File: src/rtl/poly_alu_seq.sv
// Command sequencer for the polynomial ALU. It streams N_COEFF operand reads per
// command, lines the ALU enable up with RAM latency, and counts ALU results into the result RAM.
module poly_alu_seq #(
    parameter int N_COEFF = 256,
    parameter int ADDR_W  = 8,
    parameter int MEM_LAT = 1,
    parameter int ALU_LAT = 5,
    parameter int TMO_W   = 4
) (
    input  logic              poly_clk,
    input  logic              poly_rst,
    input  logic              cmd_valid,
    output logic              cmd_ready,
    input  logic [9:0]        cmd_mode,
    input  logic [ADDR_W-1:0] cmd_rd_base_a,
    input  logic [ADDR_W-1:0] cmd_rd_base_b,
    input  logic [ADDR_W-1:0] cmd_wr_base,
    input  logic              issue_hold,
    output logic              rd_en,
    output logic [ADDR_W-1:0] rd_addr_a,
    output logic [ADDR_W-1:0] rd_addr_b,
    output logic              alu_enable,
    output logic [9:0]        alu_mode,
    input  logic              alu_valid,
    output logic              wr_en,
    output logic [ADDR_W-1:0] wr_addr,
    output logic              busy,
    output logic              done,
    output logic              err
);

    localparam int CNT_W = ADDR_W + 1;
    localparam logic [CNT_W-1:0] LAST_IDX  = CNT_W'(N_COEFF - 1);
    localparam logic [TMO_W-1:0] TMO_LIMIT = TMO_W'(MEM_LAT + ALU_LAT + 2);

    typedef enum logic [1:0] {IDLE, ISSUE, DRAIN, DONE} state_t;

    state_t state, state_nxt;

    logic [CNT_W-1:0]  rd_cnt;
    logic [CNT_W-1:0]  wr_cnt;
    logic [ADDR_W-1:0] base_a_q;
    logic [ADDR_W-1:0] base_b_q;
    logic [ADDR_W-1:0] wr_base_q;
    logic [9:0]        mode_q;
    logic [MEM_LAT-1:0] en_pipe;
    logic [TMO_W-1:0]  wdog;
    logic              err_q;

    logic accept;
    logic issue_fire;
    logic wr_fire;
    logic last_rd;
    logic last_wr;
    logic wdog_trip;
    logic spurious;

    always_comb begin
        accept     = (state == IDLE) && cmd_valid;
        issue_fire = (state == ISSUE) && !issue_hold;
        wr_fire    = (state != IDLE) && alu_valid;
        last_rd    = issue_fire && (rd_cnt == LAST_IDX);
        last_wr    = wr_fire && (wr_cnt == LAST_IDX);
        wdog_trip  = (state == DRAIN) && !alu_valid && ((wdog + TMO_W'(1)) == TMO_LIMIT);
        spurious   = (state == IDLE) && alu_valid;
    end

    always_ff @(posedge poly_clk or posedge poly_rst) begin
        if (poly_rst) begin
            state <= IDLE;
        end else begin
            state <= state_nxt;
        end
    end

    always_comb begin
        state_nxt = state;
        case (state)
            IDLE:    if (accept) state_nxt = ISSUE;
            ISSUE:   if (last_rd) state_nxt = DRAIN;
            DRAIN:   if (last_wr || wdog_trip) state_nxt = DONE;
            DONE:    state_nxt = IDLE;
            default: state_nxt = IDLE;
        endcase
    end

    // The enable chain runs regardless of state so the final reads still reach the ALU after ISSUE ends.
    always_ff @(posedge poly_clk or posedge poly_rst) begin
        if (poly_rst) begin
            rd_cnt    <= '0;
            wr_cnt    <= '0;
            base_a_q  <= '0;
            base_b_q  <= '0;
            wr_base_q <= '0;
            mode_q    <= '0;
            en_pipe   <= '0;
            wdog      <= '0;
            err_q     <= 1'b0;
        end else begin
            en_pipe <= (en_pipe << 1) | MEM_LAT'(issue_fire);
            if (accept) begin
                mode_q    <= cmd_mode;
                base_a_q  <= cmd_rd_base_a;
                base_b_q  <= cmd_rd_base_b;
                wr_base_q <= cmd_wr_base;
                rd_cnt    <= '0;
                wr_cnt    <= '0;
            end else begin
                if (issue_fire) rd_cnt <= rd_cnt + CNT_W'(1);
                if (wr_fire)    wr_cnt <= wr_cnt + CNT_W'(1);
            end
            if ((state == DRAIN) && !alu_valid) begin
                wdog <= wdog + TMO_W'(1);
            end else begin
                wdog <= '0;
            end
            if (spurious || wdog_trip) err_q <= 1'b1;
        end
    end

    // cmd_ready is gated by reset so every output reads 0 while reset is held.
    always_comb begin
        cmd_ready  = (state == IDLE) && !poly_rst;
        rd_en      = issue_fire;
        rd_addr_a  = issue_fire ? (base_a_q + rd_cnt[ADDR_W-1:0]) : '0;
        rd_addr_b  = issue_fire ? (base_b_q + rd_cnt[ADDR_W-1:0]) : '0;
        alu_enable = en_pipe[MEM_LAT-1];
        alu_mode   = mode_q;
        wr_en      = wr_fire;
        wr_addr    = wr_fire ? (wr_base_q + wr_cnt[ADDR_W-1:0]) : '0;
        busy       = (state != IDLE);
        done       = (state == DONE);
        err        = err_q;
    end

endmodule

File: config.mk
export PLATFORM = sky130hd
export DESIGN_NAME = poly_alu_seq
export DESIGN_NICKNAME = d
export VERILOG_FILES = /design/src/rtl/poly_alu_seq.sv
export SDC_FILE = /design/constraint.sdc
export NUM_CORES = 1
export LEC_CHECK = 0
export CAP_MARGIN = 20
export CORE_ASPECT_RATIO = 1.1
export CORE_MARGIN = 4
export CORE_UTILIZATION = 52
export CTS_CLUSTER_DIAMETER = 50
export DETAILED_ROUTE_END_ITERATION = 10
export MAX_ROUTING_LAYER = met4
export PLACE_DENSITY = 0.79
export SLEW_MARGIN = 20
export SYNTH_ARGS = -nofsm -noshare
export SYNTH_HDL_FRONTEND = slang
export SYNTH_SLANG_ARGS = --single-unit
File: constraint.sdc
create_clock -name poly_clk -period 2.25 [get_ports poly_clk]
set_input_delay 0.45 -clock poly_clk [delete_from_list [all_inputs] [get_ports poly_clk]]
set_output_delay 0.45 -clock poly_clk [all_outputs]
set_load 0.01 [all_outputs]
* After elaboration in Yosys (flattened, before gate mapping) *
Index checks and enable logic that the tools add are counted.

operators by class
  add/subtract/negate cells = 6
  eq/ne operators = 9
  muxes and demuxes = 12
  reductions and logical operators = 19

operators with widths
  kind                                           count
  two-way mux 9 bit                              4
  adder 8 bit                                    3
  two-way mux 8 bit                              3
  adder 9 x 1 -> 9 bit, second input constant    2
  == test 9 x 8 -> 1 bit, second input constant  2
  logical AND 1 bit                              9
  case mux 2 bit (4 select lines)                1
  two-way mux 2 bit                              3
  nonzero test 2 bit                             3
  adder 4 x 1 -> 4 bit, second input constant    1
  == test 2 bit, second input constant           2
  == test 4 bit, second input constant           1
  two-way mux 4 bit                              1
  != test 2 bit, second input constant           2
  logical NOT 1 bit                              3
  AND reduction 3 bit                            1
  == test 2 x 1 -> 1 bit, second input constant  1
  logical NOT 2 bit                              1
  logical OR 1 bit                               2
  != test 2 x 1 -> 1 bit, second input constant  1

storage, ports and cells
  flip-flop bits (word level) = 60
  input port bits = 39
  output and inout port bits = 41
  logic and storage cells = 56

* Logic depth before layout (Yosys ltp) *
  depth after elaboration = 6
  mapped depth = 9
  depth with buffers taken out = 8

* Worst setup path after synthesis *
No wires, ideal clock.

  path kind = reg-to-output
  start = reg wr_cnt[0]
  end = out wr_addr[4]
  buffers on the path = 0
  stages on the path, launching flop included = 6
  required time = 1.800 ns
  arrival = 1.647 ns
  slack = 0.153 ns
  cells stage by stage = dfrtp_1 ha_1 fa_1 a21oi_1 o21ai_1 a211oi_1

on the way
  word-level cells in the longest chain between the ends = 2

ends and longest elaborated chain
  item                      line  text
  start: declaration        41    logic [CNT_W-1:0] wr_cnt;
  start signal: assignment  110   if (wr_fire) wr_cnt <= wr_cnt + CNT_W'(1);
  adder 8 bit               130   wr_addr = wr_fire ? (wr_base_q + wr_cnt[ADDR_W-1:0]) : '0;
  two-way mux 8 bit         130
  end: declaration          26    output logic [ADDR_W-1:0] wr_addr,

Every way passes these cells.

* Worst setup path in the final report *
  start = reg rd_cnt[1]
  end = out rd_addr_b[5]

on the way
  word-level cells in the longest chain between the ends = 2

ends and longest elaborated chain
  item                      line  text
  start: declaration        40    logic [CNT_W-1:0] rd_cnt;
  start signal: assignment  109   if (issue_fire) rd_cnt <= rd_cnt + CNT_W'(1);
  adder 8 bit               126   rd_addr_b = issue_fire ? (base_b_q + rd_cnt[ADDR_W-1:0]) : '0;
  two-way mux 8 bit         126
  end: declaration          21    output logic [ADDR_W-1:0] rd_addr_b,

Every way passes these cells.

==> run metrics <==
per-cell routed wire length ~17 µm; worst setup path startpoint rd_cnt[1]; Comb pwr share 58.3%; IO Pins 80; ANT nets after route 0; die width between 80 and 90 µm; Synth Area in Simple Gates 27.21%; Hold/Removal Path Class in -> async; Crit Reg-Reg Endpoint state[1]; Seq pwr share 25.6%; clk buf depth 2; later-pin clock latency in the skew report about 350 ps; Post-synth EDFFs 0; vias 3,876; r2r startpoint rd_cnt[0]; Power Total between 6000 and 7000 µW; post-DP HPWL 7452 µm; max-slew violation count 0; CORE AREA between 7000 and 8000 µm²; total CTS buffers 9; Finish-stage setup viols 19; Netlist cell types ~50; CTS Hold Bufs 0; Crit. End Element primary output; f_max ~0.38 GHz; number of synthesized register bits 60; slew at the pin closest to its max-slew limit about 480 ps; dominant cell type by area after synthesis dfrtp_1; post-synthesis mux area share roughly 2.5%; RSZ-0062 raised after global routing yes; initial core utilization a little over half; NumNets Final between 600 and 700; num rows 32; worst setup margin -366.9 ps; IO Port Bufs 79; 1st-iter DRT viols between 200 and 250; DRT Pass-1 Iters 4; die area 8612 µm²; Synth top area share around 40%; cells after synthesis roughly 430; internal power 4160 µW; crit path time final ~2600 ps; Syn Nets 505; synth top area cells dfrtp_1 (40%), nand2_1 (12%), ha_1 (10%), nor2_1 (3.3%), xor2_1 (2.3%); P per Cell Area around 1200 nW/µm²; Slew Limit Headroom about two thirds; Avg Inst Size Synth 8.654 µm²; die height a little under 100 µm; Post-Route Setup TNS -4198 ps; Sw Ratio between 30% and 40%; main combinational cell family by area after synthesis simple AND/OR/NAND/NOR gates; CP required about 1800 ps; initial antenna violation count 0; MaxCap Viol Count 0; FF-to-FF setup slack ~210 ps; first-pass GRT wire length 18,730 µm; dominant synthesized flop cell dfrtp_1; number of global-route vias before repair slightly above 4,000; largest net degree at the start of global routing 46; Clock power frac between 10% and 20%; failing checks setup timing; DRC 0; Global Route Usage Sum between 20 and 30%; CP startpoint kind register; commonest non-fill, non-tap cell in the layout nand2_1; dpl cell area 5166 µm²; Fin. Hold Viols 0; logic depth of the worst register-to-register path 10; Synth Cell Area approximately 3700 µm²; end of the critical path rd_addr_b[5]; Synth Area in Compound Gates between 10% and 20%; CTS sink count 60; Fillers 432; gpl congestion around 0.94; Via-to-Cell Ratio 5.569; area delta synth->final 54.38%; Leakage 0.002862 µW; Setup Skew between 10 and 15 ps; # diodes 0; Clk pin slew, worst setup/hold paths 80 ps; XOR/XNOR Fraction of Synth Area ~3.7%; CTS tree built; commonest non-fill, non-tap cells in the layout nand2_1 (124), buf_4 (87), dfrtp_1 (55); Data arrival, critical path ~2200 ps; run status complete, but fails checks; Setup CP Type reg -> out; P_sw ~2700 µW; Async SR Flop Fraction 100.0%; final worst-path cycle share 116.3%; GRT overflow 0; crit path max fanout 5; Post-Synth Adder-Cell Area 11.98%; Peak VDD IR ~0.85 mV; Root Buffer clkbuf_8; proportion of layout cells with a drive suffix above 1 between 30% and 40%; drt total wl 11,950 µm; CTS H-tree depth 3; register area share after synthesis 40.16%; Design Area, Final roughly 5800 µm²; Synth warnings 0
what timing repair did:
item,4_1_cts,5_1_grt
buffers inserted,12,9
gates resized for setup,146,25
setup endpoints to repair,27,25
pin swaps,23,15
Yosys cell counts, drive strengths merged, types with 8 or more instances:
cell    count
ha         31
o21ai      16
buf        10
inv        15
nand2     124
a21oi      11
dfrtp      60
xor2       10
and2        8
nor2       33
and3        8
mux2i       8
nor3b      10
a211oi      8
critical path, cell delays in order, from the launching register on:
cell,delay (ps)
dfrtp_2,470
ha_4,240
a211o_1,340
a21oi_2,170
buf_4,150
mux2i_1,170
o311ai_1,120
buf_2,150
per-layer routing:
metal  vias to the layer above  track usage, %  part of all wire [%]
li1                       1830               -                     -
met1                      1869           32.85                    38
met2                       150           47.89                    53
met3                        27           5.792                   5.7
met4                         0           10.12                   2.8
met5                         -               -                     0
power by group through the flow:
stage / Combinational [µW] / Clock [µW] / Sequential (µW)
detailed placement: 3300 / 0 / 1720
global route: 4370 / 1180 / 1800
floorplan: 1660 / 0 / 1740
global placement: 3220 / 0 / 1710
finish: 4020 / 1110 / 1760
CTS: 3580 / 1120 / 1740
registers in the layout, summed over array words and instances (netlist names):
register    count
alu_enable      1
alu_mode       10
base_a_q        8
base_b_q        8
err             1
rd_cnt          9
state           2
wdog            4
wr_base_q       8
wr_cnt          9
layout make-up:
| class | instances | area (µm²) | area share [%] |
|---|---|---|---|
| clock inverter | 7 | 98.84 | 1.713 |
| tap | 85 | 106.4 | 1.843 |
| clock buffer | 9 | 123.9 | 2.146 |
| inverter | 15 | 61.31 | 1.062 |
| timing repair buffer | 177 | 1464 | 25.36 |
| multi-input combinational | 343 | 2410 | 41.75 |
| sequential | 60 | 1508 | 26.12 |
cell families after synthesis:
group | after synthesis
buf+inv | 29
fa+ha+maj | 34
simple gates | 223
flops | 60
mux | 8
xor+xnor | 16
compound gates | 62
per-stage QoR:
step	setup WS, ps	hold WS, ps	util, %	cells
2_1_floorplan	152.7	449.7	-	432
3_3_place_gp	-429.8	458.2	73.73	660
3_5_place_dp	-480.7	463.4	73.73	660
4_1_cts	-319.0	429.2	80.20	688
5_1_grt	-446.8	451.2	82.38	696
6_report	-366.9	424.9	82.38	696
worst min path at each step:
stage / to / slack (ps) / depth (start not counted)
final: wr_cnt[1] / 420 / 2
after global routing: wr_cnt[1] / 450 / 2
after CTS: alu_mode[9] / 430 / 2
after detailed placement: alu_mode[5] / 460 / 2
after global placement: alu_mode[4] / 460 / 2
after floorplan: base_a_q[0] / 450 / 2
Power figures use the tool's default switching activity.
==> RTL edit 1 (same settings) <==
One comparison of `rd_cnt` changes from == to >=.
--- a/src/rtl/poly_alu_seq.sv
+++ b/src/rtl/poly_alu_seq.sv
@@ -60,5 +60,5 @@
         issue_fire = (state == ISSUE) && !issue_hold;
         wr_fire    = (state != IDLE) && alu_valid;
-        last_rd    = issue_fire && (rd_cnt == LAST_IDX);
+        last_rd    = issue_fire && (rd_cnt >= LAST_IDX);
         last_wr    = wr_fire && (wr_cnt == LAST_IDX);
         wdog_trip  = (state == DRAIN) && !alu_valid && ((wdog + TMO_W'(1)) == TMO_LIMIT);
Behaviour: same outputs for any inputs over 4 cycles, from zero or initial values and one cycle with poly_rst high; that may be too few to reach the edited logic, so the function may still have changed.
==> RTL edit 1 against the original RTL <==
- via count is 8.0% lower
- sequential share of layout area is 0.17 points lower
- total power is 1.8% higher
- worst setup slack better by 7.4 ps
- hold slack better by 66 ps
- area after synthesis is 1.3% higher
- cell area is 0.67% higher
- highest routed layer unchanged
- routed wire length is 8.9% lower
- the run still ends with setup timing left
- non-clock buffer count is 6 lower
- clock power is 17% lower
- sequential cell count stayed put
==> RTL edit 1: results (changes against the original RTL) <==
metric,value,unit,change
outcome,finished with violations,,unchanged
failed_checks,setup timing,,unchanged
fin_ws,-360,ps,was -367 ps
synth_cell_types,56,,was 49
synth.area.top_cells,"dfrtp_1 40%, ha_1 10%, mux2_2 10%, nor2_1 3.2%, xnor2_1 2.5%",,"was dfrtp_1 40%, nand2_1 12%, ha_1 10%, nor2_1 3.3%, xor2_1 2.3%"
ctsHtreeMaxLevel,3,,unchanged
worst_pin_slew,416,ps,was 484 ps
buffers,171,,was 177
viasPerCell,5.69,,was 5.57
p_sw_frac,0.380,,was 0.396
seq_area,0.00151,mm^2,unchanged
dr.first_iter.drc_count,169,,was 210
power_clock,0.917,mW,was 1.11 mW
synthMuxAreaShare,0.112,,was 0.0248
synth_compound_area_frac,0.125,,was 0.111
clk_pin_slew,70,ps,
leakagePower,2.68,nW,was 2.86 nW
place_hpwl,6990,um,was 7450 um
multi_input_gates,279,,was 343
slowest_delay,470,ps,about the same
grt_pass1_vias,3657,,was 4026
grt_first_pass_wirelength,16800,um,was 18700 um
antennaDiodeCount,0,,unchanged
largest_reg_flops,10,,unchanged
insertion_delay,340,ps,
clkCellAreaFrac,0.0323,,was 0.0386
signal_buffer_area_fraction,0.251,,was 0.254
crit_path_max_fanout,4,,was 5
ys_top_cells_by_count,"60 x dfrtp_1, 34 x mux2_2, 32 x nor2_1",,"was 124 x nand2_1, 60 x dfrtp_1, 33 x nor2_1"
ys_seq_area_frac,0.396,,was 0.402
dr.pass1.iters,4,,unchanged
place.gp.congestion,0.898,,was 0.943
multi_input_area_share,0.427,,was 0.418
n_clock_buffer,14,,was 9
inverters,17,,was 15
hold_class,reg -> reg,,was in -> async
clockBufferDepth,2,,unchanged
cpLargestDelayFamily,adder cells,,was compound AO/OA/AOI/OAI gates
setup_viol,14,,was 19
peakVddDrop,0.756,mV,was 0.851 mV
grt_usage,0.249,,was 0.284
synthAdderAreaFrac,0.118,,was 0.120
numCtsBuffers,9,,unchanged
grt_max_degree,61,,was 46
final_layout_size_suffix_gt1_frac,0.419,,was 0.318
fin_nets,611,,was 679
synth-xor-area-share,0.0439,,was 0.0375
synth.net_count,441,,was 505
wl,10900,um,was 12000 um
port_buffers,79,,unchanged
p_comb_frac,0.609,,was 0.583
nFillCells,413,,was 432
fin_skew,7.26,ps,was 10.0 ps
power_frac_clock,0.131,,was 0.161
-- RTL edit 1: changes by cell type after synthesis, sizes merged, moves of 3 or more --
cell     unedited run  this run
and3                8         5
mux2                0        34
mux2i               8         3
nand2             124        24
nor3b              10         6
o2111ai             0         3
o21a                2         6
o311ai              4         1
or2                 3         0
or3                 1         4
xnor2               6        11
-- RTL edit 1: metal layers --
layer / track usage / vias up / wire, um
met3: 0.0696 / 26 / 610
met2: 0.395 / 114 / 5530
met4: 0.0619 / 0 / 226
li1: - / 1666 / -
met5: - / - / 0
met1: 0.312 / 1760 / 4530
-- RTL edit 1: path summary, 6_finish.rpt --
check	start	endpoint	slack, ps	cells past startpoint
max	rd_cnt[0]	rd_addr_b[6]	-360	8
min	wr_cnt[8]	wr_cnt[8]	490	2
max reg2reg	wr_cnt[1]	state[1]	140	10
min reg2reg	wr_cnt[8]	wr_cnt[8]	490	2
max in group asynchronous	poly_rst	rd_cnt[0]	1450	3
min in group asynchronous	poly_rst	err	510	3
-- RTL edit 1: metrics by stage --
step | worst slack, ps | cell area [um^2] | setup TNS (ps) | instances | hold WS [ps]
final | -360 | 5810 | -3310 | 627 | 491
after global routing | -446 | 5810 | -4770 | 627 | 522
after CTS | -333 | 5620 | -2900 | 621 | 496
after detailed placement | -645 | 5190 | -10400 | 591 | 481
after global placement | -620 | 5190 | -9860 | 591 | 464
after floorplan | 118 | 3790 | 0 | 368 | 450
-- RTL edit 1: timing repair --
action / in CTS / in global routing
resized for setup: 151 / 44
buffers inserted: 16 / 8
setup endpoints to repair: 28 / 28
hold endpoints to repair: 0 / 0
pin swaps: 27 / 14
==> RTL edit 2 (config.mk and constraints unchanged) <==
Without the edit above. Set the parameter `MEM_LAT` to 2 (it was 1).
--- a/src/rtl/poly_alu_seq.sv
+++ b/src/rtl/poly_alu_seq.sv
@@ -4,5 +4,5 @@
     parameter int N_COEFF = 256,
     parameter int ADDR_W  = 8,
-    parameter int MEM_LAT = 1,
+    parameter int MEM_LAT = 2,
     parameter int ALU_LAT = 5,
     parameter int TMO_W   = 4
Function: changed (Yosys sat finds a counterexample within 4 cycles, from zero or initial values and one cycle with poly_rst high).
==> RTL edit 2 against the original RTL <==
- the run still ends with setup timing left
- worst setup slack improved by 72 ps
- cell area decreased by 2.8%
- first-iteration DRC count rose by 6.7%
- routed wire length decreased by 5.6%
- sequential cell count is 1 higher
- combinational power is 6.2% lower
- critical path type unchanged
- total power decreased by 4.0%
- critical endpoint unchanged
- area after synthesis is 1.5% higher
==> RTL edit 2: results (changes against the original RTL) <==
metric,value,unit,change
outcome,finished with violations,,unchanged
failed_checks,setup timing,,unchanged
final_layout_size_suffix_gt1_frac,0.285,,was 0.318
fin_nets,662,,was 679
fin_skew,17.9,ps,was 10.0 ps
synth.net_count,512,,was 505
grt_util_met3,0.0517,,was 0.0579
leakagePower,2.76,nW,was 2.86 nW
setup_viol,17,,was 19
relSlewSlack,0.772,,was 0.676
reg2reg_slack,50,ps,was 210 ps
ys_top_cells_by_count,"122 x nand2_1, 61 x dfrtp_1, 31 x ha_1",,"was 124 x nand2_1, 60 x dfrtp_1, 33 x nor2_1"
crit_arrival,2100,ps,was 2170 ps
grt_usage,0.266,,was 0.284
hold_class,reg -> reg,,was in -> async
placed_cells,643,,was 660
grt_first_pass_wirelength,17900,um,was 18700 um
place_area,0.00507,mm^2,was 0.00517 mm^2
ys_seq_area_frac,0.402,,about the same
slowest_delay,490,ps,was 470 ps
peakVddDrop,0.758,mV,was 0.851 mV
fin_ws,-295,ps,was -367 ps
place.gp.congestion,0.905,,was 0.943
grt_max_degree,62,,was 46
num_vias,3776,,was 3876
wl,11300,um,was 12000 um
dr.first_iter.drc_count,224,,was 210
use_met1,0.321,,was 0.329
## RTL edit 2: cell count changes after synthesis, sizes merged, moves of 2 or more
| cell | change |
|---|---|
| o21ai | +4 |
| xor2 | -4 |
| nor2 | -3 |
| nor3 | +2 |
| inv | +2 |
| nand2 | -2 |
## RTL edit 2: stage by stage
stage / util / total power, mW / hold WS [ps] / worst slack, ps
after floorplan: - / 3.46 / 331 / 104
after global placement: 0.720 / 4.85 / 331 / -506
after detailed placement: 0.720 / 4.97 / 343 / -554
after CTS: 0.780 / 6.32 / 361 / -287
after global routing: 0.797 / 7.07 / 380 / -365
final: 0.797 / 6.61 / 359 / -295
## RTL edit 2: area by class of cell
type,instances,area share
Clock buffer,10,0.0245
Clock inverter,6,0.0123
Inverter,17,0.0123
Multi-Input combinational cell,345,0.426
Sequential cell,61,0.273
Tap cell,85,0.0189
Timing Repair Buffer,155,0.233
## RTL edit 2: worst max-delay path: cells and delay by family (launching register included)
family          cells  cell delay [ps]
compound gates      3              550
fa+ha+maj           1              270
buf+inv             2              280
flops               1              490
mux                 1              170
## RTL edit 2: cell families after synthesis
family / synth area share
AND/OR/NAND/NOR: 0.270
flip-flops: 0.402
XOR/XNOR: 0.0300
buffers and inverters: 0.0376
multiplexers: 0.0244
AO/OA/AOI/OAI: 0.118
adder cells (fa/ha/maj): 0.118
## RTL edit 2: final timing paths
check | from | end | depth (start not counted)
worst max-delay path | rd_cnt[1] | rd_addr_b[5] | 7
worst min-delay path | en_pipe[0] | en_pipe[1] | 0
worst min register to register | en_pipe[0] | en_pipe[1] | 0
min in group asynchronous | poly_rst | err | 3
worst max register to register | wr_cnt[1] | state[1] | 10
max in group asynchronous | poly_rst | rd_cnt[0] | 3
## RTL edit 2: report_power, final
group          internal, mW  total, mW  switching, mW
Clock                 0.549       1.02          0.475
Combinational          1.94       3.77           1.83
Sequential             1.49       1.82          0.333
Total                  3.97       6.61           2.64
## RTL edit 2: timing repair
action,in CTS,in global routing
buffers inserted,11,9
setup endpoints to repair,27,25
pin swaps,20,16
cloned,0,0
resized for setup,148,22
## RTL edit 2: layer usage
| layer | vias to the layer above | routed length (um) |
|---|---|---|
| li1 | 1807 | - |
| met1 | 1820 | 4720 |
| met2 | 123 | 5780 |
| met3 | 26 | 500 |
| met4 | 0 | 290 |
| met5 | - | 0 |
